## config.mk

```make
export PLATFORM = sky130hd
export DESIGN_NAME = smp_mem_arbiter
export DESIGN_NICKNAME = d
export VERILOG_FILES = /design/src/rtl/smp_mem_arbiter.sv
export SDC_FILE = /design/constraint.sdc
export NUM_CORES = 1
export LEC_CHECK = 0
export BUFFER_PORTS_ARGS = -buffer_cell sky130_fd_sc_hd__buf_2
export CORE_UTILIZATION = 52
export CTS_CLUSTER_SIZE = 20
export DETAILED_ROUTE_END_ITERATION = 6
export GPL_TIMING_DRIVEN = 0
export PLACE_DENSITY = 0.87
export SLEW_MARGIN = 0
export SYNTH_ARGS = -nofsm -noshare
export SYNTH_HDL_FRONTEND = slang
export SYNTH_SLANG_ARGS = --single-unit
```

## constraint.sdc

```tcl
create_clock -name clk -period 3.8 [get_ports clk]
set_clock_uncertainty 0.1 [all_clocks]
set_input_delay 0.19 -clock clk [delete_from_list [all_inputs] [get_ports clk]]
set_output_delay 0.19 -clock clk [all_outputs]
set_load 0.01 [all_outputs]
```

## src/rtl/smp_mem_arbiter.sv

```systemverilog
// Round-robin arbiter for the shared SMP data memory with snoop, cache-to-cache transfer and dirty writeback.
// Optional event counters (stat_gnt0/stat_gnt1/stat_c2c) are built when SMP_ARB_STATS_EN is defined.
module smp_mem_arbiter #(
    parameter int ADDR_W   = 2,
    parameter int DATA_W   = 32,
    parameter int SNOOP_TO = 15
) (
    input  logic                   clk,
    input  logic                   reset,
    input  logic [1:0]             req_rd,
    input  logic [1:0]             req_wr,
    input  logic [1:0][ADDR_W-1:0] req_addr,
    input  logic [1:0][DATA_W-1:0] req_wdata,
    output logic [1:0]             gnt,
    output logic [1:0]             rsp_valid,
    output logic [DATA_W-1:0]      rsp_data,
    output logic                   rsp_shared,
    output logic [1:0]             snoop_valid,
    output logic [ADDR_W-1:0]      snoop_addr,
    output logic                   snoop_inv,
    input  logic [1:0]             snoop_ack,
    input  logic [1:0]             snoop_hit,
    input  logic [1:0]             snoop_dirty,
    input  logic [1:0][DATA_W-1:0] snoop_data,
    output logic                   mem_rden,
    output logic                   mem_wren,
    output logic [ADDR_W-1:0]      mem_addr,
    output logic [DATA_W-1:0]      mem_wdata,
    input  logic [DATA_W-1:0]      mem_rdata,
    input  logic                   mem_valid
`ifdef SMP_ARB_STATS_EN
    ,
    output logic [15:0]            stat_gnt0,
    output logic [15:0]            stat_gnt1,
    output logic [15:0]            stat_c2c
`endif
);

    localparam int CNT_W = $clog2(SNOOP_TO + 1);
    localparam logic [CNT_W-1:0] TO_LAST = CNT_W'(SNOOP_TO - 1);

    typedef enum logic [2:0] {IDLE, SNOOP, MEM_RD, MEM_WR, WB, RESP} state_t;

    state_t              state_q, state_d;
    logic                id_q, id_d;
    logic                op_q, op_d;
    logic                rr_q, rr_d;
    logic                shared_q, shared_d;
    logic [CNT_W-1:0]    cnt_q, cnt_d;
    logic [ADDR_W-1:0]   addr_q, addr_d;
    logic [DATA_W-1:0]   wdata_q, wdata_d;
    logic [DATA_W-1:0]   sdata_q, sdata_d;
    logic [DATA_W-1:0]   rsp_data_q, rsp_data_d;
    logic                rsp_shared_q, rsp_shared_d;
    logic [1:0]          active;
    logic [1:0]          gnt_c;
    logic                sel;
    logic                oth;

    assign active = req_rd | req_wr;
    assign sel    = (active == 2'b11) ? rr_q : active[1];
    assign oth    = ~id_q;

    // A held request must not see a grant while reset is asserted.
    assign gnt        = gnt_c & {2{reset}};
    assign rsp_data   = rsp_data_q;
    assign rsp_shared = rsp_shared_q;

    always_comb begin
        state_d      = state_q;
        id_d         = id_q;
        op_d         = op_q;
        rr_d         = rr_q;
        shared_d     = shared_q;
        cnt_d        = cnt_q;
        addr_d       = addr_q;
        wdata_d      = wdata_q;
        sdata_d      = sdata_q;
        rsp_data_d   = rsp_data_q;
        rsp_shared_d = rsp_shared_q;
        gnt_c        = '0;
        rsp_valid    = '0;
        snoop_valid  = '0;
        snoop_addr   = '0;
        snoop_inv    = 1'b0;
        mem_rden     = 1'b0;
        mem_wren     = 1'b0;
        mem_addr     = '0;
        mem_wdata    = '0;
        case (state_q)
            IDLE: begin
                if (|active) begin
                    gnt_c[sel] = 1'b1;
                    id_d       = sel;
                    op_d       = req_wr[sel];
                    addr_d     = req_addr[sel];
                    wdata_d    = req_wdata[sel];
                    cnt_d      = '0;
                    state_d    = SNOOP;
                end
            end
            SNOOP: begin
                snoop_valid[oth] = 1'b1;
                snoop_addr       = addr_q;
                snoop_inv        = op_q;
                if (snoop_ack[oth]) begin
                    if (op_q) begin
                        shared_d = snoop_hit[oth];
                        state_d  = MEM_WR;
                    end else if (snoop_hit[oth] && snoop_dirty[oth]) begin
                        sdata_d  = snoop_data[oth];
                        shared_d = 1'b1;
                        state_d  = WB;
                    end else begin
                        shared_d = snoop_hit[oth];
                        state_d  = MEM_RD;
                    end
                end else if (cnt_q == TO_LAST) begin
                    // Silent peer: proceed as a snoop miss.
                    shared_d = 1'b0;
                    state_d  = op_q ? MEM_WR : MEM_RD;
                end else begin
                    cnt_d = cnt_q + CNT_W'(1);
                end
            end
            MEM_RD: begin
                mem_rden = 1'b1;
                mem_addr = addr_q;
                if (mem_valid) begin
                    sdata_d = mem_rdata;
                    state_d = RESP;
                end
            end
            MEM_WR: begin
                mem_wren  = 1'b1;
                mem_addr  = addr_q;
                mem_wdata = wdata_q;
                if (mem_valid) begin
                    sdata_d = wdata_q;
                    state_d = RESP;
                end
            end
            WB: begin
                mem_wren  = 1'b1;
                mem_addr  = addr_q;
                mem_wdata = sdata_q;
                if (mem_valid) begin
                    state_d = RESP;
                end
            end
            RESP: begin
                rsp_valid[id_q] = 1'b1;
                rr_d            = ~id_q;
                state_d         = IDLE;
            end
            default: state_d = IDLE;
        endcase
        // Response payload is loaded on RESP entry and holds until the next one.
        if (state_d == RESP && state_q != RESP) begin
            rsp_data_d   = sdata_d;
            rsp_shared_d = shared_d;
        end
    end

    always_ff @(posedge clk or negedge reset) begin
        if (!reset) begin
            state_q      <= IDLE;
            id_q         <= 1'b0;
            op_q         <= 1'b0;
            rr_q         <= 1'b0;
            shared_q     <= 1'b0;
            cnt_q        <= '0;
            rsp_data_q   <= '0;
            rsp_shared_q <= 1'b0;
        end else begin
            state_q      <= state_d;
            id_q         <= id_d;
            op_q         <= op_d;
            rr_q         <= rr_d;
            shared_q     <= shared_d;
            cnt_q        <= cnt_d;
            rsp_data_q   <= rsp_data_d;
            rsp_shared_q <= rsp_shared_d;
        end
    end

    always_ff @(posedge clk) begin
        addr_q  <= addr_d;
        wdata_q <= wdata_d;
        sdata_q <= sdata_d;
    end

`ifdef SMP_ARB_STATS_EN
    function automatic logic [15:0] sat_inc(input logic [15:0] v);
        return (v == 16'hFFFF) ? v : v + 16'd1;
    endfunction

    always_ff @(posedge clk or negedge reset) begin
        if (!reset) begin
            stat_gnt0 <= '0;
            stat_gnt1 <= '0;
            stat_c2c  <= '0;
        end else begin
            if (gnt[0]) stat_gnt0 <= sat_inc(stat_gnt0);
            if (gnt[1]) stat_gnt1 <= sat_inc(stat_gnt1);
            if (state_d == WB && state_q != WB) stat_c2c <= sat_inc(stat_c2c);
        end
    end
`endif

endmodule

```

==> results.cfg <==
[logic_synthesis]
synth_edf_count = 34
ys_seq_area_share_pct = 47.80
synth_cell_types = 44
ys_ff_latch = 110
async_flop_share_pct = 40.00
syn-instance-count = 484
syn_area_um2 = 5779
ys.flop_type = dfrtp_1
syn_avg_cell_area_um2 = 11.94
yosysWarnings = 0
syn-num-nets = 663

[detailed_routing]
first_pass_iters = 5
drt_iter0_drc = 317
route.vias.total = 5443
wl_per_cell_um = 20.82
via_per_inst = 6.075
routed_wl_um = 18660
drtAntennaViolNets = 0
drc = 0

[pwr]
vdd_drop_max_mv = 0.3697
power.density_nw_per_um2 = 822.0
leakage_nw = 3.609
total_power_mw = 6.131

[global_routing]
grt_overflow = 0
grt_pass1_vias = 5656
antenna_found_initial = 0
grt_max_degree = 47
grt_usage_pct = 32.56
grt_pass1_wl_um = 28120

[clock_tree]
clkLatencyLatePin_ps = 370
cts_root_buffer = clkbuf_8
cts_buffer_depth = 2
cts_sinks = 110
post-cts-setup-buffers = 0
htree_levels = 3
clk_pin_slew_ps = 110
cts_resized = 0
cts_buffers = 9
cts_tree = built

[worst_setup_path]
crit_fanout = 10
crit_path_frequent_cell = clkbuf_1
path_cells = and2b_1 > and2_1 > clkbuf_1 > clkbuf_1 > a22o_1 > buf_2
cp.arrival_ps = 2660
criticalPathCategory = flop to output pin
crit_path_max_incr_delay_ps = 690
cp-end-kind = output pin
required_ps = 3510
cp_slowest_cell = clkbuf_1
start_kind = flop

[sta]
layout_min_cycle_time_ps = 2948
final-max-slew-violation-count = 0
finalCritPeriodShare_pct = 77.57
hold_viol_final = 0
setup_viol = 0
relSlewSlack_pct = 26.28
max_freq_mhz = 339.2
grt_setup_unrepaired = false
worst_slew_pin_slew_ps = 1106
setup_tns_ps = 0
fin_ws_ps = 852.3

[floorplanning]
ios = 255
die_w_um = 107.4
die_h_um = 107.4
row_count = 38
initial_core_util_pct = 53.31
dieArea_um2 = 11540
core-area_um2 = 10840

[final_layout]
utilization_pct = 68.80
layout_commonest_cell = buf_2
layout-drive-gt1-share_pct = 43.65
fillCellCount = 832
syn_to_final_growth_pct = 29.05
fin_area_um2 = 7458
diodes = 0
nNetsFinal = 930
final_cell_mix = buf_2 (267), mux2i_1 (66), dfrtp_1 (44)

[placement]
dp_slack_ps = 1298
dpl-instance-area_um2 = 7226
hpwl_um = 13510
routabilityCongestion = 0.8425
io_buffers = 254

[run]
drv_cap = 0

[min_path]
hold_path_class = input pin to flop

[run_status]
status = complete, no violations
cells in the mapped netlist (2+ instances only):
master | number | share of area (%)
buf_6 | 3 | 0.58
a21o_1 | 33 | 4.3
a21oi_1 | 2 | 0.17
clkbuf_1 | 20 | 1.3
dfxtp_1 | 32 | 11
o21ai_0 | 5 | 0.43
buf_1 | 5 | 0.32
inv_1 | 4 | 0.26
nand2_1 | 12 | 0.78
dfrtp_1 | 44 | 19
a22o_1 | 33 | 5.0
o22ai_1 | 33 | 3.6
mux2i_1 | 66 | 11
edfxtp_1 | 34 | 18
mux2_2 | 35 | 6.8
o32a_1 | 32 | 5.5
nor2_1 | 7 | 0.45
nand3b_1 | 2 | 0.26
buf_2 | 13 | 1.1
nand3_1 | 5 | 0.43
nand2b_1 | 2 | 0.22
o21a_1 | 34 | 4.4
and2_1 | 6 | 0.65
ha_1 | 2 | 0.43
metrics by stage:
| stage | hold WS [ps] | std cells |
|---|---|---|
| 6_report | 15.80 | 896 |
| 3_5_place_dp | 344.6 | 878 |
| 5_1_grt | 11.34 | 896 |
| 2_1_floorplan | -205.6 | 484 |
| 3_3_place_gp | 330.5 | 878 |
| 4_1_cts | 6.350 | 896 |
where the power goes:
group	switching (mW)	internal (mW)	total (mW)
registers	0.387	1.84	2.23
logic	1.73	1.40	3.13
clock network	0.401	0.368	0.769
layer usage:
metal,vias up,share of wire [%],wire length (µm),global-route usage (%)
met5,-,0,0,0
met4,0,3.8,700,18.20
met3,55,7.4,1385,5.932
met2,321,49,9171,55.30
met1,2641,40,7401,38.92
li1,2426,-,-,-
critical path, delay by kind of cell (launching register included):
kind / cells / cell delay [ps]
AOI/OAI and AO/OA: 1 / 290
and+or+nand+nor: 2 / 450
DFF: 1 / 480
buffers and inverters: 3 / 1080
repair_timing:
item | in CTS | in global routing
setup endpoints to repair | 0 | 0
hold buffers | 2 | 0
hold endpoints to repair | 45 | 0
sequential cells by signal, indices dropped and copies added, names as in the netlist:
| name | flops |
|---|---|
| addr_q | 2 |
| cnt_q | 4 |
| state_q | 3 |
| id_q | 1 |
| rsp_shared | 1 |
| sdata_q | 32 |
| shared_q | 1 |
| rsp_data | 32 |
| wdata_q | 32 |
| op_q | 1 |
| rr_q | 1 |
cell type report:
class | count | area, µm² | area share [%]
Buffer | 42 | 200.2 | 2.684
Clock buffer | 9 | 123.9 | 1.661
Clock inverter | 7 | 88.84 | 1.191
Inverter | 4 | 15.01 | 0.2013
Multi-Input combinational cell | 328 | 2801 | 37.56
Sequential cell | 110 | 2763 | 37.04
Tap cell | 140 | 175.2 | 2.349
Timing Repair Buffer | 256 | 1291 | 17.31
cells by family after synthesis:
kind of cell	after synthesis	synth area share, %
buffers and inverters	46	3.724
DFF	110	47.80
AOI/OAI and AO/OA	179	25.07
muxes	101	18.25
and+or+nand+nor	45	4.568
adders and majority gates	2	0.4329
xor gates and xnor gates	1	0.1516
final timing paths:
kind                               start      endpoint  slack [ps]  depth (start not counted)
min in group asynchronous          reset          id_q         470                          2
hold reg to reg              sdata_q[15]   sdata_q[15]         390                          1
hold / removal             req_wdata[58]   wdata_q[26]          20                          2
setup reg to reg              state_q[0]  rsp_data[10]        1360                          5
max in group asynchronous          reset   rsp_data[6]        2450                          2
setup / recovery              state_q[2]  mem_wdata[2]         850                          6
Note: power is estimated with default switching activity, not from simulation.
